[config.mk]
export PLATFORM = sky130hd
export DESIGN_NAME = intra_block_sequencer
export DESIGN_NICKNAME = d
export VERILOG_FILES = /design/src/rtl/intra_block_sequencer.sv
export SDC_FILE = /design/constraint.sdc
export NUM_CORES = 1
export LEC_CHECK = 0
export ABC_AREA = 1
export CORE_AREA = 2 2 193 195
export CTS_BUF_LIST = sky130_fd_sc_hd__clkbuf_4 sky130_fd_sc_hd__clkbuf_8
export CTS_CLUSTER_DIAMETER = 60
export DETAILED_ROUTE_END_ITERATION = 12
export DIE_AREA = 0 0 195 197
export PLACE_DENSITY = 0.65
export SKIP_LAST_GASP = 1
export SLEW_MARGIN = 20
export SYNTH_ARGS = -nofsm -noshare
export SYNTH_HDL_FRONTEND = slang
export SYNTH_SLANG_ARGS = --single-unit
[constraint.sdc]
create_clock -name clk -period 1.73 [get_ports clk]
set_input_delay 0.2595 -clock clk [delete_from_list [all_inputs] [get_ports clk]]
set_output_delay 0.2595 -clock clk [all_outputs]
set_load 0.01 [all_outputs]
[src/rtl/intra_block_sequencer.sv]
// Raster-order 4x4 block request generator for an intra predictor.
// Optional macro INTRA_SEQ_TIMEOUT_EN bounds each predictor response wait by TIMEOUT cycles.
module intra_block_sequencer #(
    parameter int unsigned FRAME_W = 1920,
    parameter int unsigned FRAME_H = 1080,
    parameter int unsigned TIMEOUT = 255
) (
    input  logic                   clk,
    input  logic                   rst_n,
    input  logic                   start,
    input  logic                   cfg_plane,
    input  logic                   cfg_use_filter_intra,
    input  logic [3:0]             cfg_mode,
    input  logic [9:0]             cfg_base_angle,
    input  logic [9:0]             cfg_angle_delta_y,
    input  logic [9:0]             cfg_angle_delta_uv,
    output logic                   req_valid,
    input  logic                   req_ready,
    output logic [15:0]            x,
    output logic [15:0]            y,
    output logic [9:0]             log2W,
    output logic [9:0]             log2H,
    output logic                   haveLeft,
    output logic                   haveAbove,
    output logic                   haveAboveRight,
    output logic                   haveBelowLeft,
    output logic                   plane,
    output logic                   use_filter_intra,
    output logic [3:0]             mode,
    output logic [9:0]             base_angle,
    output logic [9:0]             AngleDeltaY,
    output logic [9:0]             AngleDeltaUV,
    input  logic                   pred_valid,
    input  logic [0:3][0:3][9:0]   pred_in,
    output logic                   blk_valid,
    input  logic                   blk_ready,
    output logic [0:3][0:3][9:0]   blk_data,
    output logic [15:0]            blk_x,
    output logic [15:0]            blk_y,
    output logic                   busy,
    output logic                   frame_done,
    output logic                   timeout_err
);

    typedef enum logic [2:0] {
        S_IDLE,
        S_ISSUE,
        S_WAIT,
        S_EMIT,
        S_DONE
    } state_t;

    state_t               r_state;
    logic [15:0]          r_x;
    logic [15:0]          r_y;
    logic                 r_req_valid;
    logic                 r_blk_valid;
    logic [0:3][0:3][9:0] r_blk_data;
    logic [15:0]          r_blk_x;
    logic [15:0]          r_blk_y;
    logic                 r_busy;
    logic                 r_frame_done;
    logic                 r_plane;
    logic                 r_use_filter_intra;
    logic [3:0]           r_mode;
    logic [9:0]           r_base_angle;
    logic [9:0]           r_angle_delta_y;
    logic [9:0]           r_angle_delta_uv;

    logic                 w_last_col;
    logic                 w_last_row;

`ifdef INTRA_SEQ_TIMEOUT_EN
    localparam int unsigned CNT_W = (TIMEOUT > 1) ? $clog2(TIMEOUT) : 1;
    logic [CNT_W-1:0]     r_wait_cnt;
    logic                 r_timeout_err;
`else
    logic                 w_unused_timeout;
    assign w_unused_timeout = ^TIMEOUT;
`endif

    assign w_last_col = ((32'(r_x) + 32'd4) == FRAME_W);
    assign w_last_row = ((32'(r_y) + 32'd4) == FRAME_H);

    assign haveLeft       = (r_x != '0);
    assign haveAbove      = (r_y != '0);
    assign haveAboveRight = (r_y != '0) && ((32'(r_x) + 32'd4) < FRAME_W);
    assign haveBelowLeft  = (r_x != '0) && ((32'(r_y) + 32'd4) < FRAME_H);

    always_ff @(posedge clk or negedge rst_n) begin
        if (!rst_n) begin
            r_state            <= S_IDLE;
            r_x                <= '0;
            r_y                <= '0;
            r_req_valid        <= 1'b0;
            r_blk_valid        <= 1'b0;
            r_blk_data         <= '0;
            r_blk_x            <= '0;
            r_blk_y            <= '0;
            r_busy             <= 1'b0;
            r_frame_done       <= 1'b0;
            r_plane            <= 1'b0;
            r_use_filter_intra <= 1'b0;
            r_mode             <= '0;
            r_base_angle       <= '0;
            r_angle_delta_y    <= '0;
            r_angle_delta_uv   <= '0;
`ifdef INTRA_SEQ_TIMEOUT_EN
            r_wait_cnt         <= '0;
            r_timeout_err      <= 1'b0;
`endif
        end else begin
            case (r_state)
                S_IDLE: begin
                    if (start) begin
                        r_plane            <= cfg_plane;
                        r_use_filter_intra <= cfg_use_filter_intra;
                        r_mode             <= cfg_mode;
                        r_base_angle       <= cfg_base_angle;
                        r_angle_delta_y    <= cfg_angle_delta_y;
                        r_angle_delta_uv   <= cfg_angle_delta_uv;
                        r_x                <= '0;
                        r_y                <= '0;
                        r_req_valid        <= 1'b1;
                        r_busy             <= 1'b1;
                        r_state            <= S_ISSUE;
                    end
                end

                S_ISSUE: begin
                    if (r_req_valid && req_ready) begin
                        r_req_valid <= 1'b0;
`ifdef INTRA_SEQ_TIMEOUT_EN
                        r_wait_cnt  <= '0;
`endif
                        r_state     <= S_WAIT;
                    end
                end

                S_WAIT: begin
                    if (pred_valid) begin
                        r_blk_data  <= pred_in;
                        r_blk_x     <= r_x;
                        r_blk_y     <= r_y;
                        r_blk_valid <= 1'b1;
                        r_state     <= S_EMIT;
                    end
`ifdef INTRA_SEQ_TIMEOUT_EN
                    else if (r_wait_cnt == CNT_W'(TIMEOUT - 1)) begin
                        // Substitute mid-grey so the walk can continue past a silent predictor.
                        r_blk_data    <= {16{10'd512}};
                        r_blk_x       <= r_x;
                        r_blk_y       <= r_y;
                        r_blk_valid   <= 1'b1;
                        r_timeout_err <= 1'b1;
                        r_state       <= S_EMIT;
                    end else begin
                        r_wait_cnt <= r_wait_cnt + CNT_W'(1);
                    end
`endif
                end

                S_EMIT: begin
                    if (r_blk_valid && blk_ready) begin
                        r_blk_valid <= 1'b0;
                        if (w_last_col && w_last_row) begin
                            // Coordinates park at the origin so idle flags read as reset.
                            r_x          <= '0;
                            r_y          <= '0;
                            r_frame_done <= 1'b1;
                            r_state      <= S_DONE;
                        end else begin
                            if (w_last_col) begin
                                r_x <= '0;
                                r_y <= r_y + 16'd4;
                            end else begin
                                r_x <= r_x + 16'd4;
                            end
                            r_req_valid <= 1'b1;
                            r_state     <= S_ISSUE;
                        end
                    end
                end

                S_DONE: begin
                    r_frame_done <= 1'b0;
                    r_busy       <= 1'b0;
                    r_state      <= S_IDLE;
                end

                default: begin
                    r_state <= S_IDLE;
                end
            endcase
        end
    end

    assign req_valid        = r_req_valid;
    assign x                = r_x;
    assign y                = r_y;
    assign log2W            = 10'd2;
    assign log2H            = 10'd2;
    assign plane            = r_plane;
    assign use_filter_intra = r_use_filter_intra;
    assign mode             = r_mode;
    assign base_angle       = r_base_angle;
    assign AngleDeltaY      = r_angle_delta_y;
    assign AngleDeltaUV     = r_angle_delta_uv;
    assign blk_valid        = r_blk_valid;
    assign blk_data         = r_blk_data;
    assign blk_x            = r_blk_x;
    assign blk_y            = r_blk_y;
    assign busy             = r_busy;
    assign frame_done       = r_frame_done;
`ifdef INTRA_SEQ_TIMEOUT_EN
    assign timeout_err      = r_timeout_err;
`else
    assign timeout_err      = 1'b0;
`endif

endmodule

Word-level counts from Yosys, hierarchy flattened
Index checks and enable logic that the tools add are counted.
{ "word_totals": {"register_bits": 267, "latch_bits": 0, "ram_bits": 0, "rom_bits": 0, "inputBits": 202, "output_inout_bits": 289, "elab_cells": 99, "n_memories": 0} }
{ "classes": {"addsub": 4, "n_mul": 0, "div_mod_pow": 0, "n_lt_le_gt_ge": 2, "n_eq_ne": 13, "n_shift": 0, "muxes": 27, "bitwise_logic": 0, "n_reduce_logical": 22} }
{ "ops": {"columns": ["op", "n"], "rows": [
  ["$mux 16", 7],
  ["$eq 32x11->1 const B", 2],
  ["$pmux 16 s2", 2],
  ["$add 16x3->17 const B", 2],
  ["$lt 17x11->1 const B", 2],
  ["$add 16x3->16 const B", 2],
  ["$reduce_bool 16->1", 2],
  ["$mux 3", 5],
  ["$ne 2x2->1 const B", 6],
  ["$pmux 3 s4", 1],
  ["$reduce_and 3->1", 3],
  ["$mux 1", 8],
  ["$reduce_and 4->1", 2],
  ["$reduce_bool 2->1", 4],
  ["$eq 3x2->1 const B", 2],
  ["$pmux 1 s2", 3],
  ["$reduce_and 2->1", 3],
  ["$logic_and 1x1->1", 5],
  ["$reduce_and 5->1", 1],
  ["$eq 3x1->1 const B", 1],
  ["$eq 3x3->1 const B", 1],
  ["$logic_not 3->1", 1],
  ["$ne 3x3->1 const B", 1],
  ["$pmux 1 s3", 1],
  ["$reduce_bool 3->1", 1]
]} }

Depth between registers and ports, before layout
{ "logic_depth": {"ltp_word": 6, "depth_mapped": 15, "depth_no_buf": 15} }

Least setup slack after synthesis
No wires, ideal clock.
{ "synth_timing": {"path_type": "flip-flop to flip-flop", "from": "register r_x[2] (netlist: x[2])", "to": "register r_y[14] (netlist: y[14])", "setup_time_ns": 0.118, "arrival_time_ns": 1.779, "required_ns": 1.612, "slack_ns": -0.167, "stages_incl_launch_ff": 14, "path_buffers": 1, "synth_period_minus_slack_ns": 1.897, "path_cell_list": "dfrtp_1 -> ha_1 -> nand3_1 -> o21ai_1 -> nand2_1 -> nor2_2 -> nand2_1 -> nor2_1 -> nand3_2 -> nand2_2 -> nand2_4 -> buf_6 -> nand2_1 -> o21ai_2"} }
{ "synth_via": {"elab_chain_cells": 6, "elab_cells_between_ends": 8, "cone_classes": "1 x add/sub; 2 x eq/ne; 3 x mux; 2 x reduce/logical"} }
{ "synth_lines": {"columns": ["element", "line", "text"], "rows": [
  ["from (decl)", "54", "logic [15:0] r_x;"],
  ["from (signal assigned)", "177", "r_x <= r_x + 16'd4;"],
  ["$add 16x3->17 (*)", "82", "assign w_last_col = ((32'(r_x) + 32'd4) == FRAME_W);"],
  ["$eq 32x11->1 (*)", "82", null],
  ["$logic_and 1x1->1", "166", "if (w_last_col && w_last_row) begin"],
  ["$mux 16", "166", null],
  ["$mux 16", "164", "if (r_blk_valid && blk_ready) begin"],
  ["$pmux 16 s2", "113", "case (r_state)"],
  ["to (signal assigned)", "175", "r_y <= r_y + 16'd4;"],
  ["to (decl)", "55", "logic [15:0] r_y;"]
]} }
Mark *: on every way between the ends. The rest lies on a longest branch, timed or not. The select of a mux whose other input is x is not followed.
A chain may end at the register's enable or synchronous reset.

Worst setup path after layout
{ "layout_timing": {"from": "register r_x[2] (netlist: x[2])", "to": "output port haveAboveRight"} }
{ "layout_via": {"elab_chain_cells": 3} }
{ "layout_lines": {"columns": ["element", "line", "text"], "rows": [
  ["$add 16x3->17", "87", "assign haveAboveRight = (r_y != '0) && ((32'(r_x) + 32'd4) < FRAME_W);"],
  ["$lt 17x11->1", "87", null],
  ["$logic_and 1x1->1", "87", null],
  ["to (decl)", "25", "output logic haveAboveRight,"]
]} }
Every way passes these cells.

==> out/qor.txt <==
Most frequent cells after synthesis - 628 x nand2_1, 259 x dfrtp_1, 47 x inv_1
Final Util - 57.5%
Grt total ovfl - 0
Setup TNS - -18.47 ns
Overall routing resource usage - 19.7%
CP Launch Type - flop
Data required, critical path - 1.47 ns
HP Class - primary input to async pin
Crit path arrival time - 2.28 ns
Post-DR vias/cell - 4.56
Ratio of cells with drive above 1 in the final layout - 36.2%
Async SR Flop Fraction - 100%
Vias - 11,300
CP Capture Type - output pin
Antenna violations before repair - 1
Peak supply drop - 0.000852 V
Area share of the largest cell type after synthesis - 58.4%
Failing checks - setup timing
Mapped Area - 11,100 sq um
Setup Viol. Count Final - 136
Mapped Cells - 1,252
IO Count - 491
Clock Latency Late Sink - 0.59 ns
Top-count cell post-synth - nand2_1
FF+latch count, synth - 259
Final net count - 2,186
# H-tree levels - 2
Setup WS pre-CTS - -0.615 ns
Iteration-0 DRC count of the detailed router - 523
Register area share after synthesis - 58.4%
Vias in the first global route - 10,900
Total leakage power - 0.0106 uW
DR pass1 iterations - 6
DRT Wirelength - 44,000 microns
Cell variety after synth - 35
Worst-path maximum fanout - 5
YS warnings - 0
RSZ-0062 raised after global routing - yes
CTS tree - done
Status - finished with violations
PwrDens - 1670 nW/um^2
Reg clk slew, reported paths - 0.06 ns
GP Congestion - 0.868
DP Wirelength - 28,100 microns
Worst setup margin - -0.812 ns
Hold slack - 0.156 ns
Largest area contributor in the netlist - dfrtp_1
Overall Power - 34,900 uW
Initial Util - 30.6%
I/O Buffers - 461
Residual DRC - 0
Syn-to-layout area delta - 87.9%
Kind of critical path - flop to output pin
DIE AREA - 38,400 sq um
First-pass GRT wire length - 59,900 microns
Synth area leaders - dfrtp_1 58%, nand2_1 21%, mux2_2 3.7%
Max Freq - 393 MHz
Root Driver - clkbuf_8
Core footprint - 36,300 sq um
Num CTS Buffers - 45
Tcrit/Tclk final - 147%
Largest net degree at the start of global routing - 56
Fin. max-slew vios - 0
Die span in x - 195 microns
Cell Rows - 70
Max cap viols - 0
Avg Inst Size Synth - 8.86 sq um
Clock Sink Count - 259
Post-route minimum period - 2.54 ns
Number of enable flip-flop cells after synthesis - 0
Final Hold Fails - 0
Post-route ant nets - 0
Clock skew - 0.0165 ns
Clock buffer depth - 3
Post-DR wirelength/cell - 17.8 microns
Main flop type after synthesis - dfrtp_1
Die H - 197 microns
final cells by class:
class | count | area, sq um
multi-input combinational | 894 | 5430
inverter | 51 | 230
sequential | 259 | 6500
fill | 3103 | 15400
clock buffer | 70 | 851
timing repair inverter | 1 | 16.3
clock inverter | 5 | 31.3
antenna | 1 | 2.50
timing repair buffer | 727 | 7210
tap | 468 | 586
metal layers:
| metal | part of all wire [%] | GRT usage [%] | vias to the layer above |
|---|---|---|---|
| met5 | 0.039 | 0 | - |
| met4 | 2.6 | 6.16 | 2 |
| met3 | 7.2 | 5.56 | 84 |
| met2 | 50 | 33.3 | 437 |
| met1 | 40 | 24.4 | 5431 |
| li1 | - | - | 5337 |
where the power goes:
part	internal [uW]	switching, uW	leakage, uW	total, uW
sequential	8490	1740	0.00325	10200
clock	3100	2500	0.000473	5600
combinational	9300	9740	0.00685	19000
total	20900	14000	0.0106	34900
state kept, by name, indices dropped and copies added, names as in the netlist, 3 cells and up:
name / flops
blk_data: 160
blk_x: 14
blk_y: 14
x: 14
y: 14
AngleDeltaUV: 10
AngleDeltaY: 10
base_angle: 10
mode: 4
r_state: 3
logic make-up after synthesis:
group | after synthesis | share of synthesized area (%)
multiplexers | 36 | 3.65
AO/OA/AOI/OAI | 71 | 3.71
buffers and inverters | 129 | 6.20
AND/OR/NAND/NOR | 744 | 26.9
flip-flops | 259 | 58.4
other | 2 | 0.0677
adder cells (fa/ha/maj) | 5 | 0.564
XOR/XNOR | 6 | 0.474
final timing paths:
path                             start             end  slack [ns]  cells after the start
setup reg to reg                  x[2]            x[4]       -0.43                     14
setup / recovery                  x[2]  haveAboveRight       -0.81                     10
hold / removal                   rst_n            y[6]        0.16                      2
hold reg to reg            blk_data[5]     blk_data[5]        0.46                      2
min in group clk            pred_in[5]     blk_data[5]        0.20                      3
max in group asynchronous        rst_n    blk_data[98]        0.93                      3
metrics by stage:
stage / area [sq um] / std cells
after detailed placement: 17400 / 2301
final: 20900 / 2476
after CTS: 18600 / 2420
after global routing: 20900 / 2475
after floorplan: 11300 / 1279
after global placement: 17400 / 2301
timing repair:
item                       4_1_cts  5_1_grt
hold endpoints to repair       259        0
buffers inserted                55       30
cloned                           5       32
pin swaps                       22       50
hold buffers                     1        0
gates resized for setup        391      433
setup endpoints to repair      470      229
worst max-delay path: stages, from the launching register on:
cell and delay (ns):
dfrtp_2 0.40, ha_4 0.16, nand2_4 0.05, nor2_4 0.17, nand3_2 0.11, o21ai_2 0.15, nand2_2 0.09, nor2_4 0.13
nand3_2 0.09, a31oi_4 0.17, buf_2 0.16
cells in the final DEF, fill, tap and decap left out, drive strengths merged, types with 6 or more instances in the layout:
master / instances
conb: 29
buf: 265
inv: 51
dlygate4sd2: 229
clkbuf: 91
nand2: 635
nor2: 52
mux2: 36
nand3: 35
clkdlybuf4s15: 10
dfrtp: 259
nand4: 14
o22ai: 9
o21ai: 52
a21oi: 6
clkdlybuf4s50: 200
No activity file was read; power rests on OpenSTA's default activity.
